$ cat src/rtl/btn_pkg.sv
// Shared defaults for the push-button conditioner.
// The values assume a 100 MHz system clock.
package btn_pkg;

    localparam int unsigned BTN_DEBOUNCE_100M = 1000000;
    localparam int unsigned BTN_LONG_100M     = 100000000;
    localparam int unsigned BTN_CNT_W         = 32;

endpackage

$ cat src/rtl/btn_channel.sv
// One button channel: two-flop synchroniser, debounce, edge pulses and long-press pulse.
// Every output is registered, so there is no combinational path from i_btn.
module btn_channel
    import btn_pkg::*;
#(
    parameter int unsigned DEBOUNCE_CYC = BTN_DEBOUNCE_100M,
    parameter int unsigned LONG_CYC     = BTN_LONG_100M,
    parameter int unsigned CNT_W        = BTN_CNT_W
) (
    input  logic clk,
    input  logic rst,
    input  logic i_btn,
    output logic o_level,
    output logic o_press,
    output logic o_release,
    output logic o_long
);

    localparam logic [CNT_W-1:0] DB_LAST   = CNT_W'(DEBOUNCE_CYC - 1);
    localparam logic [CNT_W-1:0] LONG_LAST = CNT_W'(LONG_CYC - 1);
    localparam logic [CNT_W-1:0] LONG_MAX  = CNT_W'(LONG_CYC);

    logic             r_s1;
    logic             r_s2;
    logic             r_stable;
    logic [CNT_W-1:0] r_db_cnt;
    logic [CNT_W-1:0] r_hold_cnt;
    logic             r_press;
    logic             r_release;
    logic             r_long;

    logic w_differs;
    logic w_accept;

    always_comb begin
        w_differs = (r_s2 != r_stable);
        w_accept  = w_differs && (r_db_cnt == DB_LAST);
    end

    always_ff @(posedge clk) begin
        if (rst) begin
            r_s1       <= 1'b0;
            r_s2       <= 1'b0;
            r_stable   <= 1'b0;
            r_db_cnt   <= '0;
            r_hold_cnt <= '0;
            r_press    <= 1'b0;
            r_release  <= 1'b0;
            r_long     <= 1'b0;
        end else begin
            r_s1 <= i_btn;
            r_s2 <= r_s1;

            if (!w_differs || w_accept) begin
                r_db_cnt <= '0;
            end else begin
                r_db_cnt <= r_db_cnt + CNT_W'(1);
            end

            if (w_accept) begin
                r_stable <= r_s2;
            end

            // Pulses are registered on the accepting edge, so they coincide with the new level.
            r_press   <= w_accept && r_s2;
            r_release <= w_accept && !r_s2;

            if (w_accept) begin
                r_hold_cnt <= '0;
            end else if (r_stable && (r_hold_cnt < LONG_MAX)) begin
                r_hold_cnt <= r_hold_cnt + CNT_W'(1);
            end

            r_long <= !w_accept && r_stable && (r_hold_cnt == LONG_LAST);
        end
    end

    always_comb begin
        o_level   = r_stable;
        o_press   = r_press;
        o_release = r_release;
        o_long    = r_long;
    end

endmodule

$ cat src/rtl/btn_conditioner.sv
// Multi-channel push-button conditioner: NBTN independent copies of btn_channel.
// Bit i of every output belongs to btn_in[i].
module btn_conditioner
    import btn_pkg::*;
#(
    parameter int unsigned NBTN         = 4,
    parameter int unsigned DEBOUNCE_CYC = BTN_DEBOUNCE_100M,
    parameter int unsigned LONG_CYC     = BTN_LONG_100M,
    parameter int unsigned CNT_W        = BTN_CNT_W
) (
    input  logic            clk,
    input  logic            rst,
    input  logic [NBTN-1:0] btn_in,
    output logic [NBTN-1:0] btn_level,
    output logic [NBTN-1:0] btn_press,
    output logic [NBTN-1:0] btn_release,
    output logic [NBTN-1:0] btn_long
);

    for (genvar g = 0; g < NBTN; g++) begin : g_ch
        btn_channel #(
            .DEBOUNCE_CYC (DEBOUNCE_CYC),
            .LONG_CYC     (LONG_CYC),
            .CNT_W        (CNT_W)
        ) u_channel (
            .clk       (clk),
            .rst       (rst),
            .i_btn     (btn_in[g]),
            .o_level   (btn_level[g]),
            .o_press   (btn_press[g]),
            .o_release (btn_release[g]),
            .o_long    (btn_long[g])
        );
    end

endmodule

$ cat config.mk
export PLATFORM = sky130hd
export DESIGN_NAME = btn_conditioner
export DESIGN_NICKNAME = d
export VERILOG_FILES = /design/src/rtl/btn_pkg.sv /design/src/rtl/btn_channel.sv /design/src/rtl/btn_conditioner.sv
export SDC_FILE = /design/constraint.sdc
export NUM_CORES = 1
export LEC_CHECK = 0
export ABC_CLOCK_PERIOD_IN_PS = 5900
export BUFFER_PORTS_ARGS = -buffer_cell sky130_fd_sc_hd__buf_2
export CORE_MARGIN = 1.5
export CORE_UTILIZATION = 35
export CTS_CLUSTER_DIAMETER = 100
export DETAILED_ROUTE_END_ITERATION = 16
export PLACE_DENSITY = 0.5
export SETUP_SLACK_MARGIN = 0.15
export SYNTH_ARGS = -nofsm -noshare
export SYNTH_HDL_FRONTEND = slang
export SYNTH_SLANG_ARGS = --single-unit
$ cat constraint.sdc
create_clock -name clk -period 5.9 [get_ports clk]
set_clock_uncertainty 0.15 [all_clocks]
set_input_delay 1.18 -clock clk [delete_from_list [all_inputs] [get_ports clk]]
set_output_delay 1.18 -clock clk [all_outputs]
set_load 0.1 [all_outputs]
======== Yosys cells after proc, flatten, opt, wreduce, memory -nomap -nowiden ========
Cells that the tools add are included.
word-level totals
  register bits after elaboration ......... 280
  bits of input ports ..................... 6
  logic and storage cells ................. 104
operators by class
  $add $sub $neg .......................... 8
  order comparisons ....................... 4
  equality and inequality tests ........... 12
  reductions and logical operators ........ 48
operator list
  kind                                                  number
  adder 32 x 1 -> 32 bit, second input constant         8
  == test 32 x 20 -> 1 bit, second input constant       4
  == test 32 x 27 -> 1 bit, second input constant       4
  < comparator 32 x 27 -> 1 bit, second input constant  4
  logical AND 1 bit                                     24
  OR reduction 2 bit                                    8
  zero test 1 bit                                       12
  logical OR 1 bit                                      4
  inequality test 1 bit                                 4

======== Logic depth before layout (Yosys ltp) ========
  word-level depth ........................ 5
  gate-level depth with buffers ........... 8
  mapped depth without buffers ............ 6

======== Modules after synthesis ========
From an unflattened synthesis, not the netlist that was laid out.
unflattened totals
  cell total of the unflattened synthesis .. 1524
  area, all modules ....................... 13147.6 sq um
by module, submodules not included
  module       instances  cells an instance  area an instance (sq um)  sequential area each (sq um)
  btn_channel  4          381                3286.9                    1401.3

======== Least setup slack after synthesis ========
Ideal clock, no wire load.
  kind .................................... input to register
  start point ............................. input rst
  end point ............................... register g_ch[2].u_channel.r_db_cnt[22]
  arrival ................................. 1967 ps
  path slack .............................. 3655 ps
  stages on the path ...................... 5
  path buffers ............................ 2
  cell sequence ........................... clkbuf_1 -> nor2_1 -> nand2_1 -> clkbuf_1 -> nor2_1
on the way
  word-level cells in the longest chain between the ends .. 1
RTL lines
  item                                 line                   source
  from (decl)                          btn_conditioner.sv:12  input logic rst,
  OR reduction 2 bit (no source line)  -
  to (signal assigned)                 btn_channel.sv:57      r_db_cnt <= r_db_cnt + CNT_W'(1);
  to (decl)                            btn_channel.sv:26      logic [CNT_W-1:0] r_db_cnt;
Every way passes these cells.
A chain may end at the register's enable or synchronous reset.

======== Worst setup path after layout ========
  start point ............................. register g_ch[0].u_channel.r_stable
  end point ............................... output btn_level[0]
RTL lines
  item                    line                   source
  from (decl)             btn_channel.sv:25      logic r_stable;
  from (signal assigned)  btn_channel.sv:61      r_stable <= r_s2;
  to (decl)               btn_conditioner.sv:14  output logic [NBTN-1:0] btn_level,
No word-level cell between the ends.

==> flow_metrics.py <==
metrics = {
    "outcome": {
        "outcome": "completed",
    },
    "sta": {
        "slew_viol_final": 0,
        "final_worst_path_period_need_ns": 3.00,
        "final_critical_path_setup_slack_ns": 2.90,
        "rsz_0062_raised_after_global_routing": "false",
        "timing_hold_violations_final": 0,
        "hold_ws_ns": 0.269,
        "timing.final.setup_violations": 0,
        "maxClockFrequency_mhz": 334,
        "tightestPinTransition_ns": 1.08,
        "tcrit_tclk_final": 0.508,
        "slew_headroom": 0.279,
        "fin_tns_setup_ns": 0,
    },
    "clock_tree": {
        "cts_tree": "built",
        "clock_tree.root_cell": "sky130_fd_sc_hd__clkbuf_16",
        "htree_levels": 2,
        "clock_tree.buffer_depth": 3,
        "path_clk_slew_ns": 0.06,
        "cts-hold-fix-buffers": 0,
        "post_cts.repair.setup_buffers": 0,
        "worstSkewPairLatency_ns": 0.51,
        "tritoncts_buffers": 34,
        "clock_sink_count": 280,
        "cts-resized-gates": 0,
    },
    "route": {
        "dr_total_vias": 10700,
        "drc_errors": 0,
        "drt_iter0_drc": 478,
        "totalWireLength_um": 28000,
        "detailed_routing_iteration_count_for_the_pre_antenna_repair_pass": 5,
        "post_drt_wl_per_cell_um": 13.8,
        "via_per_inst": 5.26,
        "route.antenna.remaining_nets": 0,
    },
    "grt": {
        "groute.usage.overall": 0.146,
        "global_route_wire_length_before_repair_um": 48200,
        "first_global_vias": 9910,
        "pin_count_of_the_biggest_net_entering_global_routing": 37,
        "antenna_violations_before_repair": 1,
        "overflow": 0,
    },
    "layout": {
        "syn_to_final_growth_pct": 10.8,
        "nNetsFinal": 1520,
        "final_layout_size_suffix_gt1_frac": 0.0840,
        "antenna_diodes": 0,
        "fill_cells": 3891,
        "fin_util": 0.392,
    },
    "placed_design": {
        "dp_slack_ns": 2.85,
        "gp_congestion": 0.759,
        "detailed_place_hpwl_um": 18300,
        "port_buffers": 21,
    },
    "synthesis": {
        "synth-edff-count": 0,
        "synth.yosys.warnings": 0,
        "yosys_register_bits": 280,
        "synth_top_area_cell": "sky130_fd_sc_hd__dfxtp_1",
        "synthesis.area_per_instance_sq_um": 8.69,
        "seq_area_frac_synth": 0.423,
        "post-synth-top-area-fraction": 0.423,
        "post_synthesis_async_set_or_reset_flop_share": 0,
        "synth.lib_cells_used.distinct": 69,
        "netlist_area_sq_um": 13300,
        "syn_inst": 1525,
        "syn-num-nets": 1539,
        "synth.area.top_cells": "sky130_fd_sc_hd__dfxtp_1, sky130_fd_sc_hd__nor2_1, sky130_fd_sc_hd__xor2_1",
        "ys.flop_type": "sky130_fd_sc_hd__dfxtp_1",
    },
    "power_and_ir_drop": {
        "power.density_nw_per_um2": 269,
        "leakage_nw": 4.46,
        "worst_ir_drop_vdd_mv": 0.157,
    },
    "die": {
        "design.core.area_sq_um": 37500,
        "chipHeight_um": 198,
        "floorplan.rows": 71,
        "initial_core_util": 0.354,
        "area_enclosed_by_the_die_boundary_sq_um": 39000,
        "die_x_um": 198,
        "io_pins": 22,
    },
    "critical_path": {
        "worstPathArrival_ns": 1.67,
        "critical_path_required_ns": 4.57,
        "cp_slowest_stage_delay_ns": 0.61,
        "slowest_cell_on_the_critical_path": "sky130_fd_sc_hd__dfxtp_1",
        "critical_path.n_buffers_inverters": 1,
        "critPathKind": "reg2out",
        "critical_path.startpoint_type": "flop",
        "critical_path.cell_chain": "buf_2",
        "cp_top_family": "flip-flops",
        "worst-path-max-fanout": 8,
        "timing.critical_path.to_type": "output port",
    },
    "hold_path": {
        "hold_path_class": "reg2reg",
    },
    "run": {
        "max_cap_viol_count": 0,
    },
}
[layout make-up]
cell class                      instances  area, sq um  share of cell area
Multi-Input combinational cell       1118         7060               0.480
Sequential cell                       280         5610               0.382
Clock buffer                           49         1050              0.0715
Tap cell                              511          639              0.0435
Inverter                               45          169              0.0115
Timing Repair Buffer                   27          150              0.0102
Clock inverter                          4         20.0             0.00136
[cells by family (layout without fill, tap and decap cells)]
family	after synthesis	count (layout)	synth area share
AOI/OAI and AO/OA	213	213	0.107
xor gates and xnor gates	138	138	0.0912
adders and majority gates	8	8	0.00755
buffers and inverters	127	125	0.0460
DFF	280	280	0.423
muxes	6	6	0.00453
and+or+nand+nor	753	753	0.321
[state kept, by name (all words and copies together), names as in the netlist]
name	cells
g_ch.u_channel.r_db_cnt	128
g_ch.u_channel.r_s1	4
g_ch.u_channel.o_press	4
g_ch.u_channel.o_release	4
g_ch.u_channel.r_hold_cnt	128
g_ch.u_channel.o_level	4
g_ch.u_channel.o_long	4
g_ch.u_channel.r_s2	4
[Yosys cell counts (all sizes together) (3+ instances only)]
master / count
xnor2: 59
nor3: 24
a21oi: 91
buf: 50
nor4b: 13
o211ai: 3
and4: 30
inv: 45
ha: 8
clkbuf: 32
dfxtp: 280
mux2i: 6
or2: 3
or3: 41
nand4: 79
nor2b: 8
and2: 10
o31ai: 50
nand2: 80
a211oi: 3
o31a: 3
nor4bb: 3
o21ai: 39
or4: 60
nor2: 206
xor2: 79
nor4: 44
nand3: 99
o2111ai: 7
nand4bb: 3
or3b: 3
o21ba: 4
a2111oi: 3
nor3b: 5
and3: 39
[metrics by stage]
step / area (sq um) / instances / total power [mW]
after floorplan: 13300 / 1525 / 1.96
after global placement: 13600 / 1981 / 1.98
after detailed placement: 13600 / 1981 / 1.98
after CTS: 14700 / 2034 / 4.03
after global routing: 14700 / 2034 / 4.11
final: 14700 / 2034 / 3.94
[cells in the final DEF, fill, tap and decap left out, drive strengths merged, types with 5 or more instances in the layout]
cell type  count
clkbuf        49
and2          10
ha             8
buf           27
o31ai         50
o21ai         39
nor2b          8
nor4b         13
and4          30
or4           60
o2111ai        7
xor2          79
or3           41
nor3b          5
mux2i          6
xnor2         59
nor3          24
dfxtp        280
nor2         206
nand2         80
nand4         79
nand3         99
and3          39
nor4          44
inv           45
a21oi         91
[where the power goes]
| group | switching (mW) | internal (mW) |
|---|---|---|
| Clock | 0.787 | 1.22 |
| Sequential | 0.00295 | 1.89 |
| Combinational | 0.0284 | 0.00777 |
[worst paths after layout]
path / from / to / slack, ns / cells after the start
worst min register to register: g_ch[1].u_channel.r_hold_cnt[31] / g_ch[1].u_channel.r_hold_cnt[31] / 0.27 / 2
worst max register to register: g_ch[1].u_channel.r_db_cnt[27] / g_ch[1].u_channel.r_db_cnt[29] / 3.05 / 5
worst min-delay path: g_ch[1].u_channel.r_hold_cnt[31] / g_ch[1].u_channel.r_hold_cnt[31] / 0.27 / 2
worst max-delay path: g_ch[0].u_channel.o_level / btn_level[0] / 2.90 / 1
[per-layer routing]
metal,track usage,vias to the layer above,part of all wire
li1,-,5484,-
met1,0.197,5061,0.50
met2,0.235,117,0.45
met3,0.0295,41,0.035
met4,0.0427,2,0.020
met5,0,-,0.00029
Note: power is estimated with default switching activity, not from simulation.
